==> src/rtl/bp_resolve_queue_pkg.sv <==
// Shared definitions for the branch-resolve queue: entry layout width and
// mispredict classification.
package bp_resolve_queue_pkg;

   localparam int unsigned ALIAS_W = 6;
   // Entry layout, MSB first: {pred, btb_hit, alias[ALIAS_W], eip[32]}
   localparam int unsigned ENTRY_W = 2 + ALIAS_W + 32;

   typedef enum logic [1:0] {
      MP_NONE = 2'd0,
      MP_DIR  = 2'd1,
      MP_BTB  = 2'd2
   } mp_reason_e;

   function automatic mp_reason_e mp_reason(input logic pred, input logic btb_hit,
                                             input logic taken);
      if (pred != taken) return MP_DIR;
      if (taken && !btb_hit) return MP_BTB;
      return MP_NONE;
   endfunction

endpackage

==> src/rtl/bp_resolve_queue_if.sv <==
// Fetch-enqueue, writeback-resolve and predictor/BTB update bundle of the
// branch-resolve queue.
interface bp_resolve_queue_if #(
   parameter int unsigned ALIAS_W = bp_resolve_queue_pkg::ALIAS_W,
   parameter int unsigned PTR_W   = 3
);
   logic               enq_valid;
   logic               enq_pred;
   logic               enq_btb_hit;
   logic [ALIAS_W-1:0] enq_alias;
   logic [31:0]        enq_eip;
   logic               enq_ready;
   logic               res_valid;
   logic               res_taken;
   logic [31:0]        res_eip;
   logic [31:0]        res_fip_e;
   logic [31:0]        res_fip_o;
   logic               ext_flush;
   logic               upd_valid;
   logic               upd_taken;
   logic [ALIAS_W-1:0] upd_alias;
   logic [31:0]        upd_br_eip;
   logic [31:0]        upd_tgt_eip;
   logic [31:0]        upd_fip_e;
   logic [31:0]        upd_fip_o;
   logic               mispredict;
   logic [PTR_W:0]     count;
   logic               underflow_err;

   modport master (
      output enq_valid, enq_pred, enq_btb_hit, enq_alias, enq_eip,
      output res_valid, res_taken, res_eip, res_fip_e, res_fip_o, ext_flush,
      input  enq_ready, upd_valid, upd_taken, upd_alias, upd_br_eip, upd_tgt_eip,
      input  upd_fip_e, upd_fip_o, mispredict, count, underflow_err
   );

   modport slave (
      input  enq_valid, enq_pred, enq_btb_hit, enq_alias, enq_eip,
      input  res_valid, res_taken, res_eip, res_fip_e, res_fip_o, ext_flush,
      output enq_ready, upd_valid, upd_taken, upd_alias, upd_br_eip, upd_tgt_eip,
      output upd_fip_e, upd_fip_o, mispredict, count, underflow_err
   );
endinterface

==> src/rtl/bp_rq_storage.sv <==
// DEPTH x WIDTH entry register file: one synchronous write port, one
// asynchronous read port at the queue head.
module bp_rq_storage
   import bp_resolve_queue_pkg::*;
#(
   parameter int unsigned DEPTH = 8,
   parameter int unsigned PTR_W = 3,
   parameter int unsigned WIDTH = ENTRY_W
) (
   input  logic             clk,
   input  logic             we,
   input  logic [PTR_W-1:0] waddr,
   input  logic [WIDTH-1:0] wdata,
   input  logic [PTR_W-1:0] raddr,
   output logic [WIDTH-1:0] rdata
);

   logic [WIDTH-1:0] mem [DEPTH];

   always_ff @(posedge clk) begin
      if (we) mem[waddr] <= wdata;
   end

   assign rdata = mem[raddr];

endmodule

==> src/rtl/bp_resolve_queue.sv <==
// In-order queue of in-flight branch predictions; resolving the head issues a
// one-cycle registered predictor/BTB update and flushes on mispredict.
module bp_resolve_queue
   import bp_resolve_queue_pkg::*;
#(
   parameter int unsigned DEPTH   = 8,
   parameter int unsigned ALIAS_W = bp_resolve_queue_pkg::ALIAS_W,
   parameter int unsigned PTR_W   = 3
) (
   input logic               clk,
   input logic               reset,
   bp_resolve_queue_if.slave bus
);

   localparam int unsigned EW = 2 + ALIAS_W + 32;

   logic [PTR_W-1:0]   head, tail;
   logic [PTR_W:0]     cnt;
   logic [EW-1:0]      wr_entry, hd_entry;
   logic               hd_pred, hd_btb;
   logic [ALIAS_W-1:0] hd_alias;
   logic [31:0]        hd_eip;
   logic               full, empty, pop, push, mp, flush;
   mp_reason_e         reason;

   assign wr_entry = {bus.enq_pred, bus.enq_btb_hit, bus.enq_alias, bus.enq_eip};
   assign {hd_pred, hd_btb, hd_alias, hd_eip} = hd_entry;

   assign full  = (cnt == (PTR_W+1)'(DEPTH));
   assign empty = (cnt == '0);
   assign pop   = bus.res_valid && !empty;

   always_comb begin
      reason = mp_reason(hd_pred, hd_btb, bus.res_taken);
   end

   assign mp    = pop && (reason != MP_NONE);
   assign flush = mp || bus.ext_flush;
   // A pop in the same cycle frees the slot, so a full queue still accepts;
   // anything arriving alongside a flush is wrong-path and is dropped.
   assign push  = bus.enq_valid && (!full || pop) && !flush;

   bp_rq_storage #(
      .DEPTH (DEPTH),
      .PTR_W (PTR_W),
      .WIDTH (EW)
   ) u_storage (
      .clk   (clk),
      .we    (push),
      .waddr (tail),
      .wdata (wr_entry),
      .raddr (head),
      .rdata (hd_entry)
   );

   always_ff @(posedge clk or negedge reset) begin
      if (!reset) begin
         head              <= '0;
         tail              <= '0;
         cnt               <= '0;
         bus.upd_valid     <= 1'b0;
         bus.upd_taken     <= 1'b0;
         bus.upd_alias     <= '0;
         bus.upd_br_eip    <= '0;
         bus.upd_tgt_eip   <= '0;
         bus.upd_fip_e     <= '0;
         bus.upd_fip_o     <= '0;
         bus.mispredict    <= 1'b0;
         bus.underflow_err <= 1'b0;
      end else begin
         if (flush) begin
            head <= tail;
            cnt  <= '0;
         end else begin
            if (push) tail <= tail + PTR_W'(1);
            if (pop)  head <= head + PTR_W'(1);
            case ({push, pop})
               2'b10:   cnt <= cnt + (PTR_W+1)'(1);
               2'b01:   cnt <= cnt - (PTR_W+1)'(1);
               default: cnt <= cnt;
            endcase
         end

         bus.upd_valid  <= pop;
         bus.mispredict <= mp;
         if (pop) begin
            bus.upd_taken   <= bus.res_taken;
            bus.upd_alias   <= hd_alias;
            bus.upd_br_eip  <= hd_eip;
            bus.upd_tgt_eip <= bus.res_eip;
            bus.upd_fip_e   <= bus.res_fip_e;
            bus.upd_fip_o   <= bus.res_fip_o;
         end
         if (bus.res_valid && empty) bus.underflow_err <= 1'b1;
      end
   end

   assign bus.enq_ready = !full;
   assign bus.count     = cnt;

endmodule

==> src/flat_wrapper.sv <==
// flat-port wrapper written by rule: the top's interface ports become plain ports
module bp_resolve_queue_flat import bp_resolve_queue_pkg::*;
#(
   parameter int unsigned DEPTH   = 8,
   parameter int unsigned ALIAS_W = bp_resolve_queue_pkg::ALIAS_W,
   parameter int unsigned PTR_W   = 3
)
  (clk, reset, bus_enq_valid, bus_enq_pred, bus_enq_btb_hit, bus_enq_alias, bus_enq_eip, bus_res_valid, bus_res_taken, bus_res_eip, bus_res_fip_e, bus_res_fip_o, bus_ext_flush, bus_enq_ready, bus_upd_valid, bus_upd_taken, bus_upd_alias, bus_upd_br_eip, bus_upd_tgt_eip, bus_upd_fip_e, bus_upd_fip_o, bus_mispredict, bus_count, bus_underflow_err);
  bp_resolve_queue_if #(.ALIAS_W(ALIAS_W), .PTR_W(PTR_W)) bus_i ();
  input logic clk;
  input logic reset;
  input wire logic [$bits(bus_i.enq_valid)-1:0] bus_enq_valid;
  input wire logic [$bits(bus_i.enq_pred)-1:0] bus_enq_pred;
  input wire logic [$bits(bus_i.enq_btb_hit)-1:0] bus_enq_btb_hit;
  input wire logic [$bits(bus_i.enq_alias)-1:0] bus_enq_alias;
  input wire logic [$bits(bus_i.enq_eip)-1:0] bus_enq_eip;
  input wire logic [$bits(bus_i.res_valid)-1:0] bus_res_valid;
  input wire logic [$bits(bus_i.res_taken)-1:0] bus_res_taken;
  input wire logic [$bits(bus_i.res_eip)-1:0] bus_res_eip;
  input wire logic [$bits(bus_i.res_fip_e)-1:0] bus_res_fip_e;
  input wire logic [$bits(bus_i.res_fip_o)-1:0] bus_res_fip_o;
  input wire logic [$bits(bus_i.ext_flush)-1:0] bus_ext_flush;
  output wire logic [$bits(bus_i.enq_ready)-1:0] bus_enq_ready;
  output wire logic [$bits(bus_i.upd_valid)-1:0] bus_upd_valid;
  output wire logic [$bits(bus_i.upd_taken)-1:0] bus_upd_taken;
  output wire logic [$bits(bus_i.upd_alias)-1:0] bus_upd_alias;
  output wire logic [$bits(bus_i.upd_br_eip)-1:0] bus_upd_br_eip;
  output wire logic [$bits(bus_i.upd_tgt_eip)-1:0] bus_upd_tgt_eip;
  output wire logic [$bits(bus_i.upd_fip_e)-1:0] bus_upd_fip_e;
  output wire logic [$bits(bus_i.upd_fip_o)-1:0] bus_upd_fip_o;
  output wire logic [$bits(bus_i.mispredict)-1:0] bus_mispredict;
  output wire logic [$bits(bus_i.count)-1:0] bus_count;
  output wire logic [$bits(bus_i.underflow_err)-1:0] bus_underflow_err;
  assign bus_i.enq_valid = bus_enq_valid;
  assign bus_i.enq_pred = bus_enq_pred;
  assign bus_i.enq_btb_hit = bus_enq_btb_hit;
  assign bus_i.enq_alias = bus_enq_alias;
  assign bus_i.enq_eip = bus_enq_eip;
  assign bus_i.res_valid = bus_res_valid;
  assign bus_i.res_taken = bus_res_taken;
  assign bus_i.res_eip = bus_res_eip;
  assign bus_i.res_fip_e = bus_res_fip_e;
  assign bus_i.res_fip_o = bus_res_fip_o;
  assign bus_i.ext_flush = bus_ext_flush;
  assign bus_enq_ready = bus_i.enq_ready;
  assign bus_upd_valid = bus_i.upd_valid;
  assign bus_upd_taken = bus_i.upd_taken;
  assign bus_upd_alias = bus_i.upd_alias;
  assign bus_upd_br_eip = bus_i.upd_br_eip;
  assign bus_upd_tgt_eip = bus_i.upd_tgt_eip;
  assign bus_upd_fip_e = bus_i.upd_fip_e;
  assign bus_upd_fip_o = bus_i.upd_fip_o;
  assign bus_mispredict = bus_i.mispredict;
  assign bus_count = bus_i.count;
  assign bus_underflow_err = bus_i.underflow_err;
  bp_resolve_queue #(.DEPTH(DEPTH), .ALIAS_W(ALIAS_W), .PTR_W(PTR_W)) u_core (.clk(clk), .reset(reset), .bus(bus_i));
endmodule
==> config.mk <==
export PLATFORM = sky130hd
export DESIGN_NAME = bp_resolve_queue_flat
export DESIGN_NICKNAME = d
export VERILOG_FILES = /design/src/rtl/bp_resolve_queue_pkg.sv /design/src/rtl/bp_resolve_queue_if.sv /design/src/rtl/bp_rq_storage.sv /design/src/rtl/bp_resolve_queue.sv /design/src/flat_wrapper.sv
export SDC_FILE = /design/constraint.sdc
export NUM_CORES = 1
export LEC_CHECK = 0
export CAP_MARGIN = 15
export CORE_ASPECT_RATIO = 1.1
export CORE_UTILIZATION = 58
export DETAILED_ROUTE_END_ITERATION = 16
export GPL_ROUTABILITY_DRIVEN = 1
export HOLD_SLACK_MARGIN = 0.03
export PLACE_DENSITY = 0.85
export SYNTH_ARGS = -nofsm -noshare
export SYNTH_HDL_FRONTEND = slang
export SYNTH_HIERARCHICAL = 1
export SYNTH_SLANG_ARGS = --single-unit
==> constraint.sdc <==
create_clock -name clk -period 10.32 [get_ports clk]
set_input_delay 2.064 -clock clk [delete_from_list [all_inputs] [get_ports clk]]
set_output_delay 2.064 -clock clk [all_outputs]
set_load 0.02 [all_outputs]
==> results of run 1 <==
-- worst reg2reg max path: cells and delay by family, from the launching register on --
family          cells  cell delay (ps)
simple gates        4             1160
compound gates      1              280
flops               1              750
mux                 2              580
buf+inv             2             1290
-- state kept, by name, summed over array words and instances (netlist names) --
register / count
u_core/bus.count: 4
u_core/bus.mispredict: 1
u_core/bus.underflow_err: 1
u_core/bus.upd_alias: 6
u_core/bus.upd_br_eip: 32
u_core/bus.upd_fip_e: 32
u_core/bus.upd_fip_o: 32
u_core/bus.upd_taken: 1
u_core/bus.upd_tgt_eip: 32
u_core/bus.upd_valid: 1
u_core/head: 3
u_core/tail: 3
u_core/u_storage/mem: 320
-- worst paths after layout --
| kind | start | to | depth (start not counted) |
|---|---|---|---|
| min | u_core/bus.upd_br_eip[17] | u_core/bus.upd_br_eip[17] | 2 |
| max | bus_res_valid | u_core/u_storage/mem[6][7] | 8 |
| min reg2reg | u_core/bus.upd_br_eip[17] | u_core/bus.upd_br_eip[17] | 2 |
| max in group asynchronous | reset | u_core/head[0] | 3 |
| min in group asynchronous | reset | u_core/bus.upd_br_eip[9] | 1 |
| max reg2reg | u_core/head[0] | u_core/u_storage/mem[6][7] | 9 |
-- layer usage --
| metal | share of wire (%) | global-route usage (%) |
|---|---|---|
| met1 | 39 | 33.41 |
| met2 | 51 | 44.47 |
| met3 | 7.3 | 5.361 |
| met4 | 2.8 | 9.169 |
| met5 | 0.031 | 0 |
-- metrics by stage --
step / utilization, % / setup WS, ps / hold slack (ps) / total power [W] / area (um2)
2_1_floorplan: - / 4178 / 475.0 / 0.003971 / 18210
3_3_place_gp: 69.96 / 5250 / 455.9 / 0.004825 / 21470
3_5_place_dp: 69.96 / 5123 / 461.7 / 0.004907 / 21470
4_1_cts: 74.61 / 5629 / 476.0 / 0.006529 / 22890
5_1_grt: 74.63 / 5467 / 489.3 / 0.006778 / 22900
6_report: 74.63 / 5648 / 473.0 / 0.006479 / 22900
-- synthesized netlist by cell type, types with 2 or more instances --
library cell,count
a211oi_1,2
a21oi_1,5
a22oi_1,2
buf_2,8
buf_6,9
clkbuf_1,38
dfrtp_1,148
edfxtp_1,320
ha_1,4
inv_1,4
mux2_2,40
mux4_1,80
nand2_1,408
nand2b_1,7
nor2_1,12
nor3_1,5
o211ai_1,2
o21a_1,2
o21ai_0,3
o32ai_1,3
or2_2,2
xnor2_1,2
-- report_power, final --
part           total (W)  internal (W)  leakage, nW  switching (W)
logic            0.00221       0.00104         3.49        0.00118
clock network    0.00160      0.000927        0.692       0.000670
registers        0.00267       0.00239         4.73       0.000278
total            0.00648       0.00435         8.91        0.00212
-- layout make-up --
class                           count  area, um2  share of cell area [%]
Sequential cell                   468      13320                   58.18
Antenna cell                        2      5.005                 0.02186
Multi-Input combinational cell    598       4648                   20.30
Inverter                            5      21.27                 0.09289
Timing Repair Buffer              299       2957                   12.91
Tap cell                          414      518.0                   2.262
Clock inverter                     28      267.8                   1.169
Clock buffer                       54       1160                   5.065
-- cell families (layout without fill, tap and decap cells) --
group,after synthesis,count (layout),synth area share (%)
other,0,2,0
multiplexers,122,122,14.13
adder cells (fa/ha/maj),5,5,0.3848
AO/OA/AOI/OAI,28,28,1.223
buffers and inverters,60,386,1.663
flip-flops,468,468,73.11
AND/OR/NAND/NOR,440,440,9.338
XOR/XNOR,3,3,0.1443
==> impl_results.md, run 1 <==
- Die Y: 187.8 um
- Outcome: finished, final reports clean
- Top_reg_cell synth: edfxtp_1
- Vias: 10540
- Final Hold Viols: 0
- DR WL/cell: 22.15 um
- Worst Setup Start Kind: input pin
- Avg Inst Size Synth: 16.17 um2
- Worst path max stage delay: 590 ps
- Worst setup EP type: register
- Critical-path cell list: clkdlybuf4s50_1 -> o41ai_4 -> inv_4 -> a31o_2 -> nor2_2 -> nand2_1 -> nor2_4 -> buf_4
- Commonest non-fill, non-tap cell in the layout: nand2_1
- Largest delay share family, worst path: buffers and inverters
- CP max FO: 40
- Die Area: 0.03211 mm2
- Tcrit/Tclk final: 45.27%
- Area growth from synthesis to layout: 25.75%
- Share of cells above drive strength 1: 9.642%
- Area leader, netlist: edfxtp_1
- Setup_tns: 0 ps
- Mean number of vias per cell: 5.641
- Max Cap Violations: 0
- DRT Pass-1 Iters: 4
- Flops & latches, synth: 468
- Period minus WS final: 4672 ps
- Syn nets: 1273
- Gr usage total: 26.11%
- Slew @ Worst Pin: 1100 ps
- F_max: 0.2141 GHz
- EDFF count, synth: 320
- Non-filler instance count after layout: 1868
- Worst Hold Class: register to register
- Post_cts resized: 0
- Synth Cell Area: 0.01821 mm2
- CTS tree: built
- Clock skew: 25.10 ps
- Largest net degree at the start of global routing: 102
- FILL cells: 1783
- Clk buf depth: 3
- Global-route wire length before repair: 61860 um
- Final ANT Viol Nets: 0
- Most frequent cells in the layout: 408 x nand2_1, 320 x edfxtp_1, 283 x clkdlybuf4s50_1
- Buffers added on ports: 284
- Rel. slew slack: 26.69%
- Worst path slowest cell: nor2_4
- Critical Path RT: 10520 ps
- RSZ-0062 raised after global routing: false
- Initial Util: 59.35%
- Placed insts: 1784
- Pwr dens: 282.9 mW/mm2
- Num Clock Sinks: 468
- Final #Nets: 1563
- DRC: 0
- Slew Viols, Final: 0
- Yosys Warn Count: 6
- H-tree lvl count: 2
- Unique masters post-synth: 42
- Wirelength, routed: 41370 um
- Post-synthesis sequential area ratio: 73.11%
- Clock transition at the registers of the reported paths: 60 ps
- Setup Viol. Count Final: 0
- Buffers & Inverters on Critical Path: 3
- CP Class: input pin to register
- Top post-synthesis cells by area: edfxtp_1 53%, dfrtp_1 20%, mux4_1 12%
- Die Wd: 170.9 um
- Synth top area share: 52.77%
- Setup bufs post-CTS: 0
- Clk_lat worst skew: 550 ps
- Synthesized instance count: 1126
- Vias in the first global route: 10740
- CP arrival: 4870 ps
- GPL Wtd Cong: 0.7966
- Leakage: 8.906 nW
- VDD IR max: 0.1824 mV
- DP Wirelength: 24540 um
- CTS Hold Buffers Added: 0
- Row cnt: 67
- FF-to-FF setup slack: 5900 ps
- Initial antenna violation count: 3
- Post-synth ARST share: 31.62%
- Root Driver: clkbuf_16
- Gr ovfl total: 0
- Top Ports: 285
- Cts bufs inserted: 44
- Initial DRC Count: 745
- Core Area: 0.03068 mm2
(Power assumes the default switching activity.)
==> run 2: changes to the inputs <==
Settings changed: CORE_UTILIZATION 58 to 48, PLACE_DENSITY 0.85 to 0.75.
Clock period 10.32 ns to 4.1 ns, I/O delays scaled along.
==> run 2 against run 1 <==
Wire length down 5.0%. Global-route usage is 5.7 points lower. Clock power increased to 2.8 times the previous value. Non-clock buffer count up 10. Critical path depth did not move. Critical path type is now register to register. Largest power group unchanged.
==> impl_results.md, run 2 (synthesized netlist as in run 1, its figures left out) <==
- GPL Wtd Cong: 0.8233 (was 0.7966)
- Sw frac: 31.93% (was 32.79%)
- DRT Pass-1 Iters: 5 (was 4)
- Register with the most flip-flops: u_core/u_storage/mem (unchanged)
- Clock skew: 23.07 ps (was 25.10 ps)
- Final Hold Viols: 0 (unchanged)
- Critical-path cell list: mux4_1 -> mux2_2 -> or2_2 -> a31o_2 -> nor2_2 -> nand2_1 -> nor2_4 -> buf_4 (was clkdlybuf4s50_1 -> o41ai_4 -> inv_4 -> a31o_2 -> nor2_2 -> nand2_1 -> nor2_4 -> buf_4)
- DRC: 0 (unchanged)
- Vias in the first global route: 10500 (was 10740)
- Largest net degree at the start of global routing: 140 (was 102)
- Area growth from synthesis to layout: 28.49% (was 25.75%)
- Setup_tns: 0 ps (unchanged)
- Worst path max stage delay: 560 ps (was 590 ps)
- Share of cells above drive strength 1: 11.04% (was 9.642%)
- Setup WS post-layout: 677.9 ps (was 5648 ps)
- Hold slack final: 222.3 ps (was 473.0 ps)
- VDD IR max: 0.4414 mV (was 0.1824 mV)
- Global-route wire length before repair: 59960 um (was 61860 um)
- Clk_lat worst skew: 580 ps (was 550 ps)
- Tcrit/Tclk final: 83.47%
- Die Y: 206.3 um (was 187.8 um)
- Sequential power share: 39.4% (was 41.2%)
- Die Area: 0.03872 mm2 (was 0.03211 mm2)
- Buffers added on ports: 284 (unchanged)
- Setup Viol. Count Final: 0 (unchanged)
- DP Worst Slack: 667.0 ps (was 5123 ps)
- Gr usage total: 20.44% (was 26.11%)
- Initial antenna violation count: 0 (was 3)
- CTS Hold Buffers Added: 0 (unchanged)
- CP max FO: 27 (was 40)
- Setup bufs post-CTS: 0 (unchanged)
- Vias: 10420 (was 10540)
- Post_cts resized: 0 (unchanged)
- Initial Util: 48.92% (was 59.35%)
- Logic pwr share: 33.8% (was 34.1%)
- NetSw: 0.005334 W (was 0.002125 W)
- Clock network power share: 26.8% (was 24.6%)
- Root Driver: clkbuf_16 (unchanged)
- Critical Path RT: 4300 ps (was 10520 ps)
- RSZ-0062 raised after global routing: false (unchanged)
- Initial DRC Count: 708 (was 745)
- Commonest non-fill, non-tap cell in the layout: nand2_1 (unchanged)
- Most frequent cells in the layout: 408 x nand2_1, 320 x edfxtp_1, 283 x clkdlybuf4s50_1 (unchanged)
- Num Clock Sinks: 468 (unchanged)
- F_max: 0.2922 GHz
- Top Ports: 285 (unchanged)
- Worst setup EP type: register (unchanged)
- Leakage: 9.112 nW (was 8.906 nW)
- Wirelength, routed: 39280 um (was 41370 um)
- CP Class: register to register (was input pin to register)
- Slew @ Worst Pin: 974.0 ps (was 1100 ps)
- Rel. slew slack: 35.07% (was 26.69%)
- FILL cells: 2612 (was 1783)
- Period minus WS final: 3422 ps
- Worst Setup Start Kind: register (was input pin)
- Gr ovfl total: 0 (unchanged)
- Final ANT Viol Nets: 0 (unchanged)
- Int Power: 0.01137 W (was 0.004354 W)
- Slew Viols, Final: 0 (unchanged)
- Worst path slowest cell: mux4_1 (was nor2_4)
- Clock transition at the registers of the reported paths: 60 ps (about the same)
- Final #Nets: 1576 (was 1563)
- Row cnt: 74 (was 67)
- Core Area: 0.03722 mm2 (was 0.03068 mm2)
- DP Wirelength: 24340 um (was 24540 um)
- Die Wd: 187.7 um (was 170.9 um)
- Pwr dens: 714.1 mW/mm2 (was 282.9 mW/mm2)
- Mean number of vias per cell: 5.311 (was 5.641)
- CTS tree: built (unchanged)
- Clk buf depth: 3 (unchanged)
- Max Cap Violations: 0 (unchanged)
- Outcome: finished, final reports clean (unchanged)
- Cts bufs inserted: 47 (was 44)
- Max FFs per register: 320 (unchanged)
- CP arrival: 3630 ps (was 4870 ps)
- Worst Hold Class: input pin to async pin (was register to register)
- H-tree lvl count: 2 (unchanged)
- DR WL/cell: 20.02 um (was 22.15 um)
## run 2: final timing paths
kind                                     startpoint                          to  cells past startpoint  slack [ps]
max                                  u_core/head[0]  u_core/u_storage/mem[6][6]                      8         680
min                                           reset  u_core/bus.upd_tgt_eip[19]                      1         220
max reg2reg                          u_core/head[0]  u_core/u_storage/mem[6][6]                      8         680
min reg2reg                u_core/bus.underflow_err    u_core/bus.underflow_err                      1         470
max in group asynchronous                     reset   u_core/bus.upd_br_eip[22]                      2        2920
min in group clk           u_core/bus.underflow_err    u_core/bus.underflow_err                      1         470
## run 2: routing by layer
metal / vias to the layer above / part of all wire, % / global-route usage, %
met2: 372 / 50 / 35.86
met4: 0 / 2.7 / 7.230
met5: - / 0 / 0
li1: 4753 / - / -
met1: 5240 / 41 / 25.61
met3: 56 / 6.1 / 3.685
## run 2: final cells by class
cell class | count | area (um2) | share of cell area, %
clock inverters | 21 | 269.0 | 1.150
flip-flops and latches | 468 | 13320 | 56.94
repair buffers | 309 | 3107 | 13.28
diodes | 1 | 2.502 | 0.01070
multi-input cells | 598 | 4661 | 19.92
clock buffers | 66 | 1396 | 5.968
well taps | 494 | 618.1 | 2.642
inverters | 5 | 21.27 | 0.09091
## run 2: worst max-delay path, delay by kind of cell, from the launching register on
family | cells | cell delay [ps]
simple gates | 4 | 970
compound gates | 1 | 280
buf+inv | 1 | 420
flops | 1 | 500
mux | 2 | 870
## run 2: power groups by stage
stage          combinational (W)  sequential (W)  clock (W)
2_1_floorplan            0.00269         0.00731          0
3_3_place_gp             0.00560         0.00663          0
3_5_place_dp             0.00569         0.00667          0
4_1_cts                  0.00573         0.00659    0.00458
5_1_grt                  0.00606         0.00669    0.00476
6_report                 0.00565         0.00658    0.00448
## run 2: through the flow
stage               instance area (um2)  utilization [%]  instances  power, W
global route                      23390            62.85       1961   0.01751
floorplan                         18220                -       1126  0.009997
finish                            23400            62.86       1962   0.01671
global placement                  21730            58.38       1874   0.01222
CTS                               23390            62.85       1961   0.01689
detailed placement                21730            58.38       1874   0.01237
